## config.mk

```make
export PLATFORM = sky130hd
export DESIGN_NAME = acl_read_sequencer_flat
export DESIGN_NICKNAME = d
export VERILOG_FILES = /design/src/rtl/acl_read_sequencer_pkg.sv /design/src/rtl/acl_read_sequencer_if.sv /design/src/rtl/acl_period_timer.sv /design/src/rtl/acl_read_sequencer.sv /design/src/flat_wrapper.sv
export SDC_FILE = /design/constraint.sdc
export NUM_CORES = 1
export LEC_CHECK = 0
export BUFFER_PORTS_ARGS = -buffer_cell sky130_fd_sc_hd__buf_2
export CORE_MARGIN = 4
export CORE_UTILIZATION = 54
export DETAILED_ROUTE_END_ITERATION = 16
export GPL_ROUTABILITY_DRIVEN = 0
export HOLD_SLACK_MARGIN = 0.12
export PLACE_DENSITY_LB_ADDON = 0.12
export SYNTH_ARGS = -nofsm -noshare
export SYNTH_HDL_FRONTEND = slang
export SYNTH_SLANG_ARGS = --single-unit
```

## constraint.sdc

```tcl
create_clock -name clk -period 2.6 [get_ports clk]
set_clock_uncertainty 0.1 [all_clocks]
set_input_delay 0.52 -clock clk [delete_from_list [all_inputs] [get_ports clk]]
set_output_delay 0.52 -clock clk [all_outputs]
set_load 0.01 [all_outputs]
```

## src/rtl/acl_read_sequencer_pkg.sv

```systemverilog
// Shared types and constants for the accelerometer read sequencer.
// Build option ACL_TEMP_READ_EN extends each burst with the two temperature bytes.
package acl_pkg;

  typedef enum logic [2:0] {
    ST_STARTUP = 3'd0,
    ST_CFG     = 3'd1,
    ST_IDLE    = 3'd2,
    ST_READ    = 3'd3,
    ST_PUBLISH = 3'd4,
    ST_FAULT   = 3'd5
  } acl_state_e;

  localparam logic [7:0] CMD_WRITE     = 8'h0A;
  localparam logic [7:0] CMD_READ      = 8'h0B;
  localparam logic [7:0] REG_POWER_CTL = 8'h2D;
  localparam logic [7:0] REG_XDATA_L   = 8'h0E;
  localparam logic [7:0] PWR_MEASURE   = 8'h02;

`ifdef ACL_TEMP_READ_EN
  localparam int N_DATA = 8;
`else
  localparam int N_DATA = 6;
`endif

  // Index of the final byte in each transaction (header bytes included).
  localparam logic [3:0] CFG_LAST  = 4'd2;
  localparam logic [3:0] READ_LAST = 4'(N_DATA + 1);

  function automatic logic [7:0] tx_byte(input logic is_read, input logic [3:0] idx);
    logic [7:0] b;
    b = 8'h00;
    if (is_read) begin
      if (idx == 4'd0)      b = CMD_READ;
      else if (idx == 4'd1) b = REG_XDATA_L;
    end else begin
      case (idx)
        4'd0:    b = CMD_WRITE;
        4'd1:    b = REG_POWER_CTL;
        4'd2:    b = PWR_MEASURE;
        default: b = 8'h00;
      endcase
    end
    return b;
  endfunction

endpackage

```

## src/rtl/acl_read_sequencer_if.sv

```systemverilog
// Byte-level handshake between the sequencer and the SPI byte engine.
interface acl_spi_if;
  logic [7:0] send_data;
  logic       begin_transmission;
  logic       end_transmission;
  logic [7:0] recieved_data;

  modport master (
    output send_data,
    output begin_transmission,
    input  end_transmission,
    input  recieved_data
  );

  modport slave (
    input  send_data,
    input  begin_transmission,
    output end_transmission,
    output recieved_data
  );
endinterface

```

## src/rtl/acl_period_timer.sv

```systemverilog
// Sample-period counter: counts up to PERIOD-1, holds there until restarted.
module acl_period_timer #(
  parameter int PERIOD = 1000000
) (
  input  logic clk,
  input  logic rst,
  input  logic i_restart,
  output logic o_tc
);

  localparam int W = (PERIOD > 1) ? $clog2(PERIOD) : 1;
  localparam logic [W-1:0] LAST = W'(PERIOD - 1);

  logic [W-1:0] r_cnt;

  always_ff @(posedge clk) begin
    if (!rst)                r_cnt <= '0;
    else if (i_restart)      r_cnt <= '0;
    else if (r_cnt != LAST)  r_cnt <= r_cnt + W'(1);
  end

  assign o_tc = (r_cnt == LAST);

endmodule

```

## src/rtl/acl_read_sequencer.sv

```systemverilog
// Accelerometer sequencer: power-up config, periodic XYZ burst reads, byte watchdog.
// Build option ACL_TEMP_READ_EN adds the acc_t port and two temperature bytes per burst.
//
// state      | meaning
// STARTUP    | wait STARTUP_WAIT cycles after reset release
// CFG        | write POWER_CTL = measurement mode (3 bytes)
// IDLE       | wait for period terminal count and enable
// READ       | burst read from XDATA_L, stage data bytes
// PUBLISH    | copy staging to outputs, pulse data_valid
// FAULT      | byte timeout; let the engine finish its frame, then reconfigure
module acl_read_sequencer
  import acl_pkg::*;
#(
  parameter int SAMPLE_PERIOD = 1000000,
  parameter int STARTUP_WAIT  = 2000000,
  parameter int TIMEOUT       = 65535
) (
  input  logic        clk,
  input  logic        rst,
  input  logic        enable,
  acl_spi_if.master   spi,
  output logic [15:0] acc_x,
  output logic [15:0] acc_y,
  output logic [15:0] acc_z,
`ifdef ACL_TEMP_READ_EN
  output logic [15:0] acc_t,
`endif
  output logic        data_valid,
  output logic        timeout_err
);

  localparam logic [31:0] STARTUP_LAST = 32'(STARTUP_WAIT - 1);
  localparam logic [31:0] TIMEOUT_LAST = 32'(TIMEOUT - 1);

  acl_state_e  r_state, w_state_next;
  logic [31:0] r_wait_cnt;
  logic [31:0] r_wdog;
  logic [3:0]  r_byte_cnt;
  logic        r_begin;
  logic [7:0]  r_send_data;
  logic [7:0]  r_stage [N_DATA];
  logic [15:0] r_acc_x, r_acc_y, r_acc_z;
  logic        r_data_valid;
  logic        r_timeout_err;

  logic w_byte_done, w_is_read, w_last_byte, w_timeout;
  logic w_tx_start, w_period_restart, w_period_tc;

  acl_period_timer #(.PERIOD(SAMPLE_PERIOD)) u_period_timer (
    .clk       (clk),
    .rst       (rst),
    .i_restart (w_period_restart),
    .o_tc      (w_period_tc)
  );

  always_comb begin
    w_state_next = r_state;
    w_byte_done  = spi.end_transmission & r_begin;
    w_is_read    = (r_state == ST_READ);
    w_last_byte  = w_byte_done && (r_byte_cnt == (w_is_read ? READ_LAST : CFG_LAST));
    w_timeout    = r_begin && !w_byte_done && (r_wdog == TIMEOUT_LAST);

    case (r_state)
      ST_STARTUP: if (r_wait_cnt == STARTUP_LAST) w_state_next = ST_CFG;
      ST_CFG: begin
        if (w_timeout)        w_state_next = ST_FAULT;
        else if (w_last_byte) w_state_next = ST_IDLE;
      end
      ST_IDLE:    if (w_period_tc && enable) w_state_next = ST_READ;
      ST_READ: begin
        if (w_timeout)        w_state_next = ST_FAULT;
        else if (w_last_byte) w_state_next = ST_PUBLISH;
      end
      ST_PUBLISH: w_state_next = ST_IDLE;
      ST_FAULT:   if (r_wait_cnt == TIMEOUT_LAST) w_state_next = ST_CFG;
      default:    w_state_next = ST_STARTUP;
    endcase

    w_tx_start       = (w_state_next inside {ST_CFG, ST_READ}) && (w_state_next != r_state);
    w_period_restart = ((w_state_next == ST_READ) && (r_state != ST_READ)) ||
                       ((r_state == ST_CFG) && (w_state_next == ST_IDLE));
  end

  always_ff @(posedge clk) begin
    if (!rst) r_state <= ST_STARTUP;
    else      r_state <= w_state_next;
  end

  always_ff @(posedge clk) begin
    if (!rst) begin
      r_wait_cnt    <= '0;
      r_wdog        <= '0;
      r_byte_cnt    <= '0;
      r_begin       <= 1'b0;
      r_send_data   <= '0;
      r_acc_x       <= '0;
      r_acc_y       <= '0;
      r_acc_z       <= '0;
      r_data_valid  <= 1'b0;
      r_timeout_err <= 1'b0;
      for (int i = 0; i < N_DATA; i++) r_stage[i] <= '0;
    end else begin
      r_wait_cnt   <= (w_state_next != r_state) ? '0 : r_wait_cnt + 32'd1;
      r_data_valid <= (r_state == ST_PUBLISH);
      if (r_state == ST_PUBLISH) begin
        r_acc_x <= {r_stage[1], r_stage[0]};
        r_acc_y <= {r_stage[3], r_stage[2]};
        r_acc_z <= {r_stage[5], r_stage[4]};
      end

      if (w_tx_start) begin
        r_begin     <= 1'b1;
        r_send_data <= tx_byte(w_state_next == ST_READ, 4'd0);
        r_byte_cnt  <= '0;
        r_wdog      <= '0;
      end else if (w_timeout) begin
        r_begin       <= 1'b0;
        r_timeout_err <= 1'b1;
        r_wdog        <= '0;
      end else if (w_byte_done) begin
        r_byte_cnt <= r_byte_cnt + 4'd1;
        r_wdog     <= '0;
        if (w_last_byte) r_begin <= 1'b0;
        else             r_send_data <= tx_byte(w_is_read, r_byte_cnt + 4'd1);
        // Bytes clocked in during the two header bytes carry no data.
        if (w_is_read) begin
          for (int i = 0; i < N_DATA; i++)
            if (r_byte_cnt == 4'(i + 2)) r_stage[i] <= spi.recieved_data;
        end
      end else if (r_begin) begin
        r_wdog <= r_wdog + 32'd1;
      end
    end
  end

`ifdef ACL_TEMP_READ_EN
  logic [15:0] r_acc_t;
  always_ff @(posedge clk) begin
    if (!rst)                       r_acc_t <= '0;
    else if (r_state == ST_PUBLISH) r_acc_t <= {r_stage[7], r_stage[6]};
  end
  assign acc_t = r_acc_t;
`endif

  assign spi.send_data          = r_send_data;
  assign spi.begin_transmission = r_begin;
  assign acc_x                  = r_acc_x;
  assign acc_y                  = r_acc_y;
  assign acc_z                  = r_acc_z;
  assign data_valid             = r_data_valid;
  assign timeout_err            = r_timeout_err;

endmodule

```

## src/flat_wrapper.sv

```systemverilog
// flat-port wrapper written by rule: the top's interface ports become plain ports
module acl_read_sequencer_flat import acl_pkg::*;
#(
  parameter int SAMPLE_PERIOD = 1000000,
  parameter int STARTUP_WAIT  = 2000000,
  parameter int TIMEOUT       = 65535
)
  (clk, rst, enable, acc_x, acc_y, acc_z, data_valid, timeout_err, spi_send_data, spi_begin_transmission, spi_end_transmission, spi_recieved_data);
  acl_spi_if spi_i ();
  input  logic clk;
  input  logic rst;
  input  logic enable;
  output logic [15:0] acc_x;
  output logic [15:0] acc_y;
  output logic [15:0] acc_z;
  output logic data_valid;
  output logic timeout_err;
  output wire logic [$bits(spi_i.send_data)-1:0] spi_send_data;
  output wire logic [$bits(spi_i.begin_transmission)-1:0] spi_begin_transmission;
  input wire logic [$bits(spi_i.end_transmission)-1:0] spi_end_transmission;
  input wire logic [$bits(spi_i.recieved_data)-1:0] spi_recieved_data;
  assign spi_send_data = spi_i.send_data;
  assign spi_begin_transmission = spi_i.begin_transmission;
  assign spi_i.end_transmission = spi_end_transmission;
  assign spi_i.recieved_data = spi_recieved_data;
  acl_read_sequencer #(.SAMPLE_PERIOD(SAMPLE_PERIOD), .STARTUP_WAIT(STARTUP_WAIT), .TIMEOUT(TIMEOUT)) u_core (.clk(clk), .rst(rst), .enable(enable), .spi(spi_i), .acc_x(acc_x), .acc_y(acc_y), .acc_z(acc_z), .data_valid(data_valid), .timeout_err(timeout_err));
endmodule
```

==> metrics, run 1 <==
status finished, final reports clean; Root Driver clkbuf_16; Post-Syn Instances approximately 900; GRT busiest layer met2; largest net degree at the start of global routing 50; NumNets Final ~1000; Die ar. ~18000 sq um; TritonCTS clock tree built; routed length per instance 14.4 um; Worst Reg-to-Reg Cells 7; initial DRC count 330; worst endpoint required time between 2000 and 3000 ps; number of CTS-inserted buffers 17; Final Hold Viols 0; Internal between 4 and 5 mW; Slew Viols, Final 0; total congestion overflow 0; post-layout instance area between 9000 and 10000 sq um; Syn. warnings 0; crit path kind reg -> reg; Setup Total Neg Slack 0 ps; P_sw 1.27 mW; row count 45; clock buffer depth 2; later-pin clock latency in the skew report roughly 430 ps; cts hold-fix bufs 0; Pwr per Cell Area 585 nW/um^2; combinational power share 0.022; Placeable Area about 15000 sq um; Max Fanout on Critical Path 4; antenna violations before repair 0; via count around 6600; H-Tree Depth 4; dpl cell area about 9400 sq um; Final Cycle Share 0.954; PortBufs 67; Clock Sinks ~200; Synth top area share 0.345; share of layout cells above drive strength 1 0.170; starting density of the core 0.557; utilization of the core after routing 0.651; total global-route track usage 0.198; clock period minus final worst setup slack roughly 2500 ps; antenna cells 0; Net Sw Frac 0.218; Pleak 4.00 nW; First-pass DRT Iterations 5; vias in the first global route 6007; M3 GR Usage 0.0389; post-detail-place hpwl between 10000 and 15000 um; R2R Setup Slk around 120 ps; Setup Viol. Count Final 0; fmax slightly above 400 MHz; Synth area leaders dfxtp_1, edfxtp_1, nand2_1; Commonest cells post-synth nand2_1, dfxtp_1, nor2_1, a21oi_1; Worst setup EP type register; Clock transition at path regs roughly 70 ps; Seq/Total Area, Yosys 0.514; Hold Path Depth 2; antenna viol nets, final 0; met2 Use GR 0.330; RR Endpoint u_core.spi.send_data[0]; Area Growth Syn to Fin 17.0%; main flop type after synthesis dfxtp_1; IO Pins between 70 and 80; WHS Endpoint u_core.r_stage[3][2]; Yosys reg bits a little under 200; clock network power share 0.438; post-synthesis async set-or-reset flop share 0; die width between 100 and 150 um; leading area contributor after synthesis dfxtp_1; most frequent cell after synthesis nand2_1; RSZ-0062 raised after global routing false; DRC viols 0; worst min path class in -> reg; crit path DAT between 2000 and 3000 ps; Die H approximately 130 um; Mean Syn Cell Area 9.27 sq um; crit path launch type register; first-pass GRT wire length around 29000 um; peak supply drop about 0.00045 V; reg-to-reg critical path startpoint u_core.r_wait_cnt[23]; vias per cell around 5.3; met1 usage 0.259; sequential share of power 0.540; WL final 17900 um; Post-synth EDFFs between 40 and 50; Max-cap violations 0; hold path startpoint spi_recieved_data[2]; Synth Cell Area ~8500 sq um; post-synth cell types 58
logic make-up after synthesis:
kind of cell    count (synthesis)  synth area share
buf+inv                        65            0.0354
flops                         195             0.514
fa+ha+maj                      10            0.0147
xor+xnor                       81            0.0832
compound gates                 83            0.0593
other cells                     1          0.000440
mux                             2           0.00235
simple gates                  483             0.291
per-layer routing:
metal / vias up / routed length, um
li1: 3353 / -
met1: 3059 / 8510
met2: 148 / 8320
met3: 34 / 687
met4: 0 / 371
met5: - / 0
power by group through the flow:
stage / sequential (mW) / clock [mW] / combinational (mW)
final: 3.15 / 2.56 / 0.129
after global placement: 3.22 / 0 / 0.129
after detailed placement: 3.22 / 0 / 0.128
after global routing: 3.15 / 2.74 / 0.142
after CTS: 3.15 / 2.61 / 0.129
after floorplan: 3.21 / 0 / 0.0853
cell type report:
cell class                 count  area [sq um]
sequential                   195          4380
fill                        1310          5340
tap                          211           264
multi-input combinational    662          3890
clock buffer                  20           457
inverter                      13          48.8
clock inverter                12           120
timing repair buffer         125           808
worst max path at each step:
stage	startpoint	cells past startpoint	slack, ps	to
CTS	u_core.r_wait_cnt[27]	7	70	u_core.r_stage[4][7]
global placement	spi_end_transmission	7	4	u_core.r_stage[0][1]
floorplan	u_core.r_state[0]	9	90	u_core.r_stage[2][6]
global route	u_core.r_byte_cnt[0]	7	10	u_core.r_stage[0][1]
finish	u_core.r_wait_cnt[23]	7	120	u_core.spi.send_data[0]
detailed placement	spi_end_transmission	7	-80	u_core.r_stage[0][6]
worst max-delay path, cell delays in order (launching register included):
cell	delay, ps
dfxtp_1	340
nor4_1	300
nand3_1	180
or4_4	610
and3_2	270
nor3_1	330
buf_4	190
o21bai_1	60
sequential cells by signal, indices dropped and copies added, names as in the netlist:
signal and flops:
u_core.r_state 3, u_core.r_wait_cnt 32, u_core.u_period_timer.r_cnt 20, u_core.acc_z 16, u_core.acc_x 16, u_core.r_byte_cnt 4, u_core.data_valid 1, u_core.acc_y 16
u_core.r_wdog 32, u_core.timeout_err 1, u_core.r_stage 48, u_core.spi.send_data 5, u_core.spi.begin_transmission 1
cell usage in the layout, fill, tap and decap left out, types with 3 or more instances in the layout:
master and count:
buf_4 55, nand3_1 44, and2_1 39, buf_12 3
nor4b_1 3, or3_1 3, dfxtp_1 147, xnor2_1 50
nor3_1 11, inv_1 12, and3_1 50, clkbuf_16 17
nor2_1 92, and4_1 32, a21oi_1 56, o21ai_0 4
a21o_1 3, buf_2 67, nor4_2 3, xor2_1 31
edfxtp_1 48, nand4_1 24, nor4_1 11, nand2b_1 3
a32oi_1 3, nand2_1 150, conb_1 3, ha_1 10
stage by stage:
| step | setup slack [ps] | total power, mW | cells | hold WS [ps] |
|---|---|---|---|---|
| floorplan | 94.9 | 3.30 | 922 | 325 |
| CTS | 66.8 | 5.89 | 1237 | 310 |
| global placement | 4.15 | 3.35 | 1205 | 339 |
| finish | 120 | 5.84 | 1238 | 321 |
| global route | 10.5 | 6.03 | 1238 | 316 |
| detailed placement | -78.8 | 3.35 | 1205 | 344 |
what timing repair did:
| action | CTS | global route |
|---|---|---|
| setup endpoints to repair | 0 | 77 |
| resized for setup | 0 | 8 |
| buffers inserted | 0 | 1 |
(Power assumes the default switching activity.)
==> run 2, diff against run 1 <==
- CELL_PAD_IN_SITES_DETAIL_PLACEMENT: default -> 1
- CELL_PAD_IN_SITES_GLOBAL_PLACEMENT: default -> 2
- CORE_UTILIZATION: 54 -> 34
- SYNTH_HIERARCHICAL: default -> 1
==> metrics, run 2 <==
status finished, violations left; failing checks negative setup slack; Synth top area share 0.342; Worst slew margin 0.590; Final Cycle Share 1.05; Met2 Wirelength about 12000 um; via count 7243; clock period minus final worst setup slack around 2700 ps; share of layout cells above drive strength 1 0.258; DRC viols 0; Syn. warnings 6; Seq/Total Area, Yosys 0.510; post-synthesis async set-or-reset flop share 0; fraction of synthesized area in multiplexers 0.00408; largest family of logic cells by synthesized area simple AND/OR/NAND/NOR gates; Placeable Area between 20000 and 25000 sq um; crit path launch type register; Yosys reg bits around 200; Post-Syn Instances between 900 and 1000; commonest cells after routing, fill and taps aside nand2_1, dfxtp_1, buf_4; adder-cell share of the synthesized area 0.0146; crit path DAT 2800 ps; Pwr per Cell Area around 550 nW/um^2; first-pass GRT wire length around 40000 um; PortBufs between 60 and 70; P_sw around 1.5 mW; NumNets Final around 1100; Top Layer Used met4; WL final approximately 24000 um; Post-synth EDFFs 48; initial DRC count 336; Synth area leaders dfxtp_1, edfxtp_1, nand2_1; R2R Setup Slk -130 ps; antenna violations before repair 0; Clock transition at path regs ~80 ps; Die H ~170 um; IO Pins 71; Synth Cell Area about 8600 sq um; antenna cells 0; number of CTS-inserted buffers 17; sequential share of power 0.519; Worst Setup EP u_core/r_stage[1][6]; Internal roughly 4.5 mW; post-synth cell types 63; Slew Viols, Final 0; Die ar. about 28000 sq um; Clock Sinks roughly 200; RR Endpoint u_core/r_stage[1][6]; Filler cells roughly 2800; wire length on met3 about 670 um; max reg flops between 40 and 50; H-Tree Depth 4; Met1 Routed Length ~11000 um; starting density of the core 0.349; reg-to-reg critical path startpoint u_core/u_period_timer/r_cnt[8]; utilization of the core after routing 0.450; clock network power share 0.442; fmax approximately 370 MHz; clock buffer depth 2; Hold Slack ~360 ps; DP Worst Slack -194 ps; commonest non-fill, non-tap cell in the layout nand2_1; Setup Viol. Count Final 73; simple-gate portion of the synthesized area 0.288; vias per cell ~5.0; post-synthesis compound-gate area fraction 0.0696; Final Hold Viols 0; RSZ-0062 raised after global routing true; crit path launch u_core/u_period_timer/r_cnt[8]; Max Fanout on Critical Path 23; most frequent cell after synthesis nand2_1; peak supply drop 0.000307 V; leading area contributor after synthesis dfxtp_1; Root Driver clkbuf_16; Pleak 4.11 nW; largest net degree at the start of global routing roughly 50; dpl cell area about 10000 sq um; die width ~170 um; main flop type after synthesis dfxtp_1; fin worst setup slack -128 ps; First-pass DRT Iterations 4; post-detail-place hpwl approximately 17000 um; Commonest cells post-synth nand2_1, dfxtp_1, nor2_1, a21oi_1, nor3_1; Net Sw Frac 0.251; routed length per instance 17.0 um; Area Growth Syn to Fin 28.9%; worst min path class reg -> reg; Top Registers u_core/r_stage: 48 flops, u_core/r_wait_cnt: 32 flops, u_core/r_wdog: 32 flops; Max-cap violations 0; total global-route track usage 0.172; Worst setup EP type register; total congestion overflow 0; Worst-Margin Slew just over 600 ps; Largest Register u_core/r_stage; TritonCTS clock tree built; row count 57; crit path kind reg -> reg; xor and xnor area share after synthesis 0.0744; Mean Syn Cell Area slightly above 9 sq um; worst endpoint required time about 2700 ps; vias in the first global route ~7400; post-layout instance area 11100 sq um; combinational power share 0.039; later-pin clock latency in the skew report around 450 ps; Worst Reg-to-Reg Cells 12; antenna viol nets, final 0; cts hold-fix bufs 0
[run 2: per-layer routing]
layer / global-route usage / vias up
met1: 0.227 / 3520
met2: 0.298 / 84
met3: 0.0237 / 18
li1: - / 3621
met4: 0.0452 / 0
met5: 0 / -
[run 2: how the worst min path moves through the flow]
stage,slack (ps),cells past startpoint,startpoint,to
6_report,360,2,u_core/acc_z[6],u_core/acc_z[6]
5_1_grt,370,2,spi_recieved_data[7],u_core/r_stage[0][7]
4_1_cts,350,2,spi_recieved_data[7],u_core/r_stage[0][7]
3_5_place_dp,350,2,u_core/acc_y[10],u_core/acc_y[10]
3_3_place_gp,340,2,u_core/acc_x[0],u_core/acc_x[0]
2_1_floorplan,330,1,u_core/r_wait_cnt[0],u_core/r_wait_cnt[0]
[run 2: logic make-up after synthesis]
logic type                 count (synthesis)
AOI/OAI and AO/OA                         99
xor gates and xnor gates                  73
buffers and inverters                     76
and+or+nand+nor                          490
adders and majority gates                 10
other                                      1
DFF                                      195
muxes                                      3
[run 2: critical path: stages, from the launching register on]
cell,delay (ps)
dfxtp_2,340
nor4b_4,290
nand2_1,110
or3_4,400
inv_4,70
nand4b_1,110
nor2_1,130
nor2_1,50
and3_4,160
o41ai_4,250
buf_4,200
buf_12,170
nor3_1,80
[run 2: timing repair]
| action | CTS | global route |
|---|---|---|
| gates cloned | 4 | 3 |
| resized for setup | 14 | 31 |
| setup buffers | 7 | 5 |
| endpoints found under the setup margin | 71 | 98 |
| pin swaps | 9 | 10 |
[run 2: power groups by stage]
stage                     registers [mW]  clock network, mW  logic (mW)
after floorplan                     3.22                  0      0.0922
after global placement              3.22                  0       0.184
after detailed placement            3.22                  0       0.185
after CTS                           3.15               2.78       0.216
after global routing                3.15               2.91       0.252
final                               3.15               2.68       0.234
[run 2: area by class of cell]
type                            instances  area (sq um)  share of cell area
Inverter                               13          51.3             0.00463
Sequential cell                       195          4390               0.397
Clock buffer                           17           425              0.0384
Timing Repair Buffer                  193          1500               0.136
Tap cell                              324           405              0.0366
Multi-Input combinational cell        678          4120               0.372
Clock inverter                         15           178              0.0160
[run 2: per-stage QoR]
step | std cells | setup TNS, ps | power (mW)
floorplan | 949 | -6530 | 3.31
global placement | 1385 | -6710 | 3.40
detailed placement | 1385 | -10220 | 3.41
CTS | 1428 | -2960 | 6.15
global route | 1435 | -18000 | 6.32
finish | 1435 | -5320 | 6.07
